<file path="src/rtl/ps2_host_tx.sv">
// ps2_host_tx: PS/2 host-to-device command transmitter.
//
// Inhibits the bus by holding kclk low, issues a request-to-send, then
// shifts out start/8 data (LSB first)/odd parity/stop on keyboard-generated
// kclk falling edges, and checks the device acknowledge on the 11th edge.
//
// Ports:
//   clk       system clock (single clock domain)
//   reset     asynchronous active-low reset
//   tx_data   command byte, latched when tx_valid && tx_ready
//   tx_valid  send request
//   tx_ready  idle and able to accept a send
//   kclk      raw PS/2 clock line level (asynchronous)
//   kdata     raw PS/2 data line level (asynchronous)
//   kclk_oe   1 pulls the open-drain kclk line low
//   kdata_oe  1 pulls the open-drain kdata line low
//   done      one-cycle pulse: byte sent and acknowledged
//   err       one-cycle pulse: no acknowledge (or watchdog expiry)
//
// Build option: define PS2_TX_TIMEOUT_EN to add a watchdog that aborts a
// transfer when no kclk falling edge arrives within TIMEOUT_CYCLES clocks.
module ps2_host_tx #(
    parameter int unsigned INHIBIT_CYCLES = 12000,
    parameter int unsigned TIMEOUT_CYCLES = 2000000,
    parameter int unsigned FILTER_LEN     = 8
) (
    input  logic       clk,
    input  logic       reset,
    input  logic [7:0] tx_data,
    input  logic       tx_valid,
    output logic       tx_ready,
    input  logic       kclk,
    input  logic       kdata,
    output logic       kclk_oe,
    output logic       kdata_oe,
    output logic       done,
    output logic       err
);

    localparam int unsigned InhW = $clog2(INHIBIT_CYCLES + 1);
    localparam int unsigned FltW = $clog2(FILTER_LEN + 1);
    localparam logic [InhW-1:0] InhLast = InhW'(INHIBIT_CYCLES - 1);
    localparam logic [FltW-1:0] FltLast = FltW'(FILTER_LEN - 1);

    typedef enum logic [2:0] {
        StIdle,
        StInhibit,
        StReq,
        StSend,
        StAck,
        StLineIdle
    } state_e;

    // Synchronizers, reset to the idle (high) line level.
    logic [1:0] kclk_sync_q;
    logic [1:0] kdata_sync_q;
    logic       kclk_s;
    logic       kdata_s;

    assign kclk_s  = kclk_sync_q[1];
    assign kdata_s = kdata_sync_q[1];

    always_ff @(posedge clk or negedge reset) begin
        if (!reset) begin
            kclk_sync_q  <= 2'b11;
            kdata_sync_q <= 2'b11;
        end else begin
            kclk_sync_q  <= {kclk_sync_q[0], kclk};
            kdata_sync_q <= {kdata_sync_q[0], kdata};
        end
    end

    // Glitch filter: a new level is taken after FILTER_LEN consecutive samples
    // that differ from the current filtered level.
    logic            kclk_flt_q;
    logic [FltW-1:0] flt_cnt_q;
    logic            flt_accept;
    logic            kclk_fall;

    assign flt_accept = (kclk_s != kclk_flt_q) && (flt_cnt_q == FltLast);
    assign kclk_fall  = flt_accept && kclk_flt_q;

    always_ff @(posedge clk or negedge reset) begin
        if (!reset) begin
            kclk_flt_q <= 1'b1;
            flt_cnt_q  <= '0;
        end else if (kclk_s == kclk_flt_q) begin
            flt_cnt_q <= '0;
        end else if (flt_accept) begin
            kclk_flt_q <= kclk_s;
            flt_cnt_q  <= '0;
        end else begin
            flt_cnt_q <= flt_cnt_q + 1'b1;
        end
    end

    state_e          state_q;
    logic [InhW-1:0] inh_cnt_q;
    logic [3:0]      bit_cnt_q;
    logic [7:0]      data_q;
    logic            parity_q;
    logic            wd_expired;

`ifdef PS2_TX_TIMEOUT_EN
    localparam int unsigned WdW = $clog2(TIMEOUT_CYCLES + 1);
    localparam logic [WdW-1:0] WdLast = WdW'(TIMEOUT_CYCLES - 1);

    logic [WdW-1:0] wd_q;
    logic           wd_run;

    assign wd_run     = (state_q == StReq) || (state_q == StSend) ||
                        (state_q == StAck) || (state_q == StLineIdle);
    assign wd_expired = wd_run && !kclk_fall && (wd_q == WdLast);

    always_ff @(posedge clk or negedge reset) begin
        if (!reset) begin
            wd_q <= '0;
        end else if (!wd_run || kclk_fall) begin
            wd_q <= '0;
        end else begin
            wd_q <= wd_q + 1'b1;
        end
    end
`else
    assign wd_expired = 1'b0;
`endif

    always_ff @(posedge clk or negedge reset) begin
        if (!reset) begin
            state_q   <= StIdle;
            inh_cnt_q <= '0;
            bit_cnt_q <= '0;
            data_q    <= '0;
            parity_q  <= 1'b0;
            tx_ready  <= 1'b1;
            kclk_oe   <= 1'b0;
            kdata_oe  <= 1'b0;
            done      <= 1'b0;
            err       <= 1'b0;
        end else begin
            done <= 1'b0;
            err  <= 1'b0;
            if (wd_expired) begin
                state_q  <= StIdle;
                kclk_oe  <= 1'b0;
                kdata_oe <= 1'b0;
                err      <= 1'b1;
            end else begin
                unique case (state_q)
                    StIdle: begin
                        // tx_ready is held low through the done/err cycle so the
                        // next send is taken no earlier than the cycle after it.
                        if (!tx_ready) begin
                            tx_ready <= 1'b1;
                        end else if (tx_valid) begin
                            data_q    <= tx_data;
                            parity_q  <= ~^tx_data;
                            tx_ready  <= 1'b0;
                            kclk_oe   <= 1'b1;
                            inh_cnt_q <= '0;
                            state_q   <= StInhibit;
                        end
                    end
                    StInhibit: begin
                        if (inh_cnt_q == InhLast) begin
                            kdata_oe <= 1'b1;
                            state_q  <= StReq;
                        end else begin
                            inh_cnt_q <= inh_cnt_q + 1'b1;
                        end
                    end
                    StReq: begin
                        // Start bit stays driven on kdata; kclk handed to device.
                        kclk_oe   <= 1'b0;
                        bit_cnt_q <= '0;
                        state_q   <= StSend;
                    end
                    StSend: begin
                        if (kclk_fall) begin
                            bit_cnt_q <= bit_cnt_q + 4'd1;
                            if (bit_cnt_q < 4'd8) begin
                                kdata_oe <= ~data_q[bit_cnt_q[2:0]];
                            end else if (bit_cnt_q == 4'd8) begin
                                kdata_oe <= ~parity_q;
                            end else begin
                                kdata_oe <= 1'b0;
                                state_q  <= StAck;
                            end
                        end
                    end
                    StAck: begin
                        if (kclk_fall) begin
                            if (!kdata_s) begin
                                state_q <= StLineIdle;
                            end else begin
                                err     <= 1'b1;
                                state_q <= StIdle;
                            end
                        end
                    end
                    StLineIdle: begin
                        if (kclk_flt_q && kdata_s) begin
                            done    <= 1'b1;
                            state_q <= StIdle;
                        end
                    end
                    default: state_q <= StIdle;
                endcase
            end
        end
    end

endmodule

</file>
<file path="config.mk">
export PLATFORM = sky130hd
export DESIGN_NAME = ps2_host_tx
export DESIGN_NICKNAME = d
export VERILOG_FILES = /design/src/rtl/ps2_host_tx.sv
export SDC_FILE = /design/constraint.sdc
export NUM_CORES = 1
export LEC_CHECK = 0
export ABC_AREA = 1
export CELL_PAD_IN_SITES_DETAIL_PLACEMENT = 0
export CELL_PAD_IN_SITES_GLOBAL_PLACEMENT = 1
export CORE_MARGIN = 2
export CORE_UTILIZATION = 49
export CTS_BUF_LIST = sky130_fd_sc_hd__clkbuf_8
export DETAILED_ROUTE_END_ITERATION = 16
export DONT_BUFFER_PORTS = 1
export PLACE_DENSITY = 0.81
export SYNTH_ARGS = -nofsm -noshare
export SYNTH_HDL_FRONTEND = slang
export SYNTH_SLANG_ARGS = --single-unit
</file>
<file path="constraint.sdc">
create_clock -name clk -period 1.8 [get_ports clk]
set_clock_uncertainty 0.05 [all_clocks]
set_input_delay 0.45 -clock clk [delete_from_list [all_inputs] [get_ports clk]]
set_output_delay 0.45 -clock clk [all_outputs]
set_load 0.05 [all_outputs]
</file>
* Yosys cells after proc, flatten, opt, wreduce, memory -nomap -nowiden *
Cells that the tools add are included.

word-level totals
  register bits after elaboration = 44
  input bits = 13
  output and inout port bits = 5
  logic and storage cells = 92

operators by class
  $add $sub $neg = 3
  $lt $le $gt $ge = 2
  equal/unequal tests = 19
  multiplexer cells = 35
  bitwise gates (word level) = 3
  reductions and logical operators = 16

operator list
  kind                                                                   count
  14-bit two-way mux                                                     3
  14-bit one-hot mux with 2 select lines                                 1
  3-bit two-way mux                                                      9
  2-bit inequality test, second input constant                           9
  3-bit one-hot mux with 6 select lines                                  1
  14-bit by 1-bit adder with 14-bit output, second input constant        1
  14-bit equality test, second input constant                            1
  1-bit two-way mux                                                      14
  4-bit two-way mux                                                      3
  3-bit AND reduction                                                    3
  4-bit by 1-bit adder with 4-bit output, second input constant          2
  4-bit one-hot mux with 2 select lines                                  1
  8-bit AND reduction                                                    1
  2-bit nonzero test                                                     4
  8-bit XNOR reduction                                                   1
  3-bit by 2-bit equality test with 1-bit output, second input constant  2
  3-bit equality test, second input constant                             2
  4-bit by 3-bit equality test with 1-bit output, second input constant  1
  4-bit equality test, second input constant                             1
  3-bit by 4-bit < comparator with 1-bit output, second input constant   1
  4-bit < comparator, second input constant                              1
  1-bit one-hot mux with 2 select lines                                  2
  2-bit AND reduction                                                    2
  4-bit AND reduction                                                    1
  other kinds (7)                                                        11

* Depth between registers and ports, before layout *
  word-level depth = 6
  mapped depth = 11
  gate-level depth less buffers = 10

* Worst setup path before layout *
OpenSTA, ideal clock, no wires.

  kind = register to register
  from = reg tx_ready
  to = reg state_q[0]
  setup time = 0.117 ns
  data arrival time = 1.371 ns
  data required time = 1.633 ns
  slack = 0.262 ns
  cell stages (with the launch flop) = 8
  path buffers = 0
  period minus slack after synthesis = 1.538 ns
  path through = dfstp_2 -> nand2_1 -> nand3_1 -> nand2_1 -> nor2_1 -> nand3_1 -> nand2_1 -> nand2_1

between the ends
  word-level cells in the longest chain between the ends = 2

RTL lines
  what                             RTL line  text
  start, declared                  31        output logic tx_ready,
  start signal, assigned           135       tx_ready <= 1'b1;
  start signal, assigned           154       tx_ready <= 1'b1;
  start signal, assigned           158       tx_ready <= 1'b0;
  2-bit inequality test (no line)  --
  8-bit AND reduction (no line)    --
  end signal, assigned             130       state_q <= StIdle;
  end signal, assigned             144       state_q <= StIdle;
  end signal, assigned             161       state_q <= StInhibit;
  end, declared                    97        state_e state_q;

No other way between the ends.
A chain may end at the register's enable or synchronous reset.

* Worst setup path in the final report *
  from = reg bit_cnt_q[1]
  to = reg state_q[2]

between the ends
  word-level cells in the longest chain between the ends = 3
  elaborated cells between the ends (all ways) = 5
  those cells by class = 1 x order compare; 3 x eq/ne; 1 x reduce/logical

RTL lines
  what                                                              RTL line  text
  start, declared                                                   99        logic [3:0] bit_cnt_q;
  start signal, assigned                                            180       bit_cnt_q <= bit_cnt_q + 4'd1;
  4-bit < comparator / 4-bit equality test (equally long branches)  181, 183
  2-bit inequality test (no line)                                   --
  8-bit AND reduction (no line) *                                   --
  end signal, assigned                                              176       state_q <= StSend;
  end signal, assigned                                              187       state_q <= StAck;
  end signal, assigned                                              194       state_q <= StLineIdle;

Every way passes the cells marked *; elsewhere a longest branch is shown, timed or not.

==> run metrics <==
number of levels the H-tree was split into=2; largest family of logic cells by synthesized area=simple AND/OR/NAND/NOR gates; mean area per synthesized cell=7.70 um^2; share of layout cells above drive strength 1=11.9%; most instantiated library cell after synthesis=nand2_1; DRT Wirelength=4.92 mm; count of mapped cells out of synthesis=313; Starting Density=51.0%; unrepaired setup endpoints after global routing=no; library cell contributing the largest single delay on the critical path=dfrtp_1; global placement routability congestion=0.824; wire length of the first global-routing pass=8.28 mm; Post-Synth Adder-Cell Area=2.08%; timing-limited maximum frequency=0.606 GHz; post-placement cell count=380; count of antenna-violating nets left after detailed routing=0; total half-perimeter wirelength after legalization and detailed placement=3.54 mm; Max Cap Violations=0; number of global-route vias before repair=1852; count of non-filler cells in the finished layout=394; area share of the leading cell type in the synthesized netlist=39.5%; part of the total power dissipated in the clock network=22.3%; worst-case vdd ir drop=770 uV; area share of and/or/nand/nor cells after synthesis=34.0%; number of clock buffers inserted by TritonCTS=5; Post-Syn Nets=330; final antenna diode count=0; critical path's largest stage delay=0.43 ns; kind of cell adding the most delay to the critical path=simple AND/OR/NAND/NOR gates; post-DR vias/cell=5.07; Synth Flop Type=dfrtp_1; number of distinct library cells after synthesis=31; path type of the worst min-delay path=input pin to register; share of async-settable or async-resettable flops after synthesis=100%; area of the core=4720 um^2; largest fanout on the critical path=5; part of the total power dissipated in sequential elements=43.0%; startpoint-to-endpoint class of the critical path=register to register; power spent charging and discharging nets=1330 uW; number of remaining DRC errors=0; minimum period implied by the final worst setup slack=1.65 ns; number of fill cells=429; yosys synthesis warning count=0; Most common cell on crit path=nand2_1; Total Routing Usage GR=19.9%; starting DRC count in detailed routing=124; Area Growth Syn to Fin=11.6%; worst hold slack after final layout=0.0965 ns; xor/xnor share of the synthesized area=3.64%; Worst Setup Start Kind=register; routed wirelength normalized by instance count=12.5 um; maximum number of pins on one net before global-route repair=45; data required time of the critical path=1.94 ns; leakage power summed over all cells=0.00124 uW; nets@finish=343; power density over the cells=1260 nW/um^2; number of buffers on the longest clock path=2; number of primary I/O pins=18; outcome=completed; sequential share of the synthesized area=46.0%; Least-Margin Pin Slew=0.503 ns; number of core rows=25; Die Area=5490 um^2; tightest slew margin relative to the limit=66.4%; main area contributors after synthesis=dfrtp_1 (39%), nand2_1 (16%), nand3_1 (6.9%), dfstp_2 (6.5%), inv_1 (4.5%); Port Buffer Count=0; fraction of power spent switching nets=39.3%; number of register bits inferred by synthesis=44; data arrival time of the critical path=1.79 ns; post-synthesis mux area share=0%; sum of buffers and inverters on the critical path=1; compound-cell area share of the yosys netlist=8.10%; Power Internal=2050 uW; Worst-Skew Late Latency=0.30 ns; element type at the critical path end=register; width of the die=74.1 um; logic gate share of total power=34.7%; Initial DRT Pass Iterations=4; period utilization=91.6%; Fin Setup TNS=0 ns; TritonCTS Sinks=44; max-slew violations=0; cells along the critical path=inv_1 > ha_1 > nand2_1 > nand2_1 > nand2_1 > nand2_1 > nor2_1 > nand3_1 > nand2_1 > nand2_1; Hold Violations, Final=0; clock-pin transition on the worst setup and hold timing paths=0.08 ns; clock tree from TritonCTS=built; chip height=74.1 um; GRT overflow=0; combined area of all synthesized cells=2410 um^2; commonest cells in the netlist=nand2_1 (102), dfrtp_1 (38), nand3_1 (33); placed instance area=2490 um^2; final instance area=2690 um^2; final number of setup-violating endpoints=0; cell chosen for the clock root=clkbuf_8; EDFF count, synth=0; antenna violations before repair=0; detailed-route via count=1999; Yosys top cell by area=dfrtp_1
## state kept, by name, indices dropped and copies added (netlist names)
register and flops:
bit_cnt_q 4, data_q 8, done 1, err 1
flt_cnt_q 4, inh_cnt_q 14, kclk_flt_q 1, kclk_oe 1
kclk_sync_q 2, kdata_oe 1, kdata_sync_q 2, parity_q 1
state_q 3, tx_ready 1
## through the flow
step                power, uW  util, %  worst slack, ns
floorplan                2330        -            0.262
detailed placement       2550     52.8           0.0850
finish                   3380     56.9            0.151
CTS                      3350     55.9           0.0636
global route             3640     56.9          0.00430
global placement         2540     52.8            0.122
## path summary, 6_finish.rpt
check,startpoint,to,cells after the start,slack (ns)
hold / removal,kdata,kdata_sync_q[0],0,0.1
setup / recovery,bit_cnt_q[1],state_q[2],10,0.15
min in group asynchronous,reset,inh_cnt_q[3],2,0.60
setup reg to reg,bit_cnt_q[1],state_q[2],10,0.15
hold reg to reg,kclk_sync_q[0],kclk_sync_q[1],0,0.30
max in group asynchronous,reset,kdata_sync_q[0],2,0.82
## placed cells by master, fill, tap and decap left out, types with 2 or more instances in the layout
cell      count
nor2_2        3
inv_1        29
o211ai_1      2
clkbuf_8      5
xnor2_1       4
ha_1          4
a21oi_1       6
nand2_1     102
inv_2         3
nand3_1      32
nand4_1       7
nand3_2       2
dfstp_2       6
nand2_4       3
dfrtp_1      37
o21bai_1      2
nor3_1        4
xor2_1        6
nor2_1       24
o21ai_1       6
o21ai_0      17
buf_4         8
## what timing repair did
action | CTS | global route
setup buffers | 0 | 4
resized for setup | 0 | 4
hold endpoints to repair | 44 | 0
setup endpoints to repair | 0 | 19
hold buffers | 2 | 0
## power by group through the flow
| stage | clock network (uW) | registers (uW) | logic, uW |
|---|---|---|---|
| floorplan | 0 | 1470 | 854 |
| global placement | 0 | 1470 | 1070 |
| detailed placement | 0 | 1480 | 1080 |
| CTS | 786 | 1460 | 1110 |
| global route | 818 | 1490 | 1340 |
| finish | 753 | 1450 | 1170 |
## kinds of logic (layout without fill, tap and decap cells)
kind of cell | count (synthesis) | in the layout
buffers and inverters | 36 | 50
flip-flops | 44 | 44
AND/OR/NAND/NOR | 183 | 183
AO/OA/AOI/OAI | 36 | 36
adder cells (fa/ha/maj) | 4 | 4
XOR/XNOR | 10 | 10
## cell type report
| class | count | area [um^2] | area share [%] |
|---|---|---|---|
| inverter | 32 | 120 | 4.47 |
| multi-input combinational | 233 | 1160 | 43.3 |
| sequential | 44 | 1110 | 41.3 |
| tap | 67 | 83.8 | 3.12 |
| timing repair buffer | 10 | 97.6 | 3.63 |
| clock inverter | 3 | 42.5 | 1.58 |
| clock buffer | 5 | 68.8 | 2.56 |
## layer usage
layer	routed length (um)	global-route usage (%)	vias to the layer above
li1	-	-	1039
met1	2350	26.7	931
met2	2350	32.1	22
met3	142	4.34	7
met4	66	6.67	0
met5	0	0	-
Note: power is estimated with default switching activity, not from simulation.
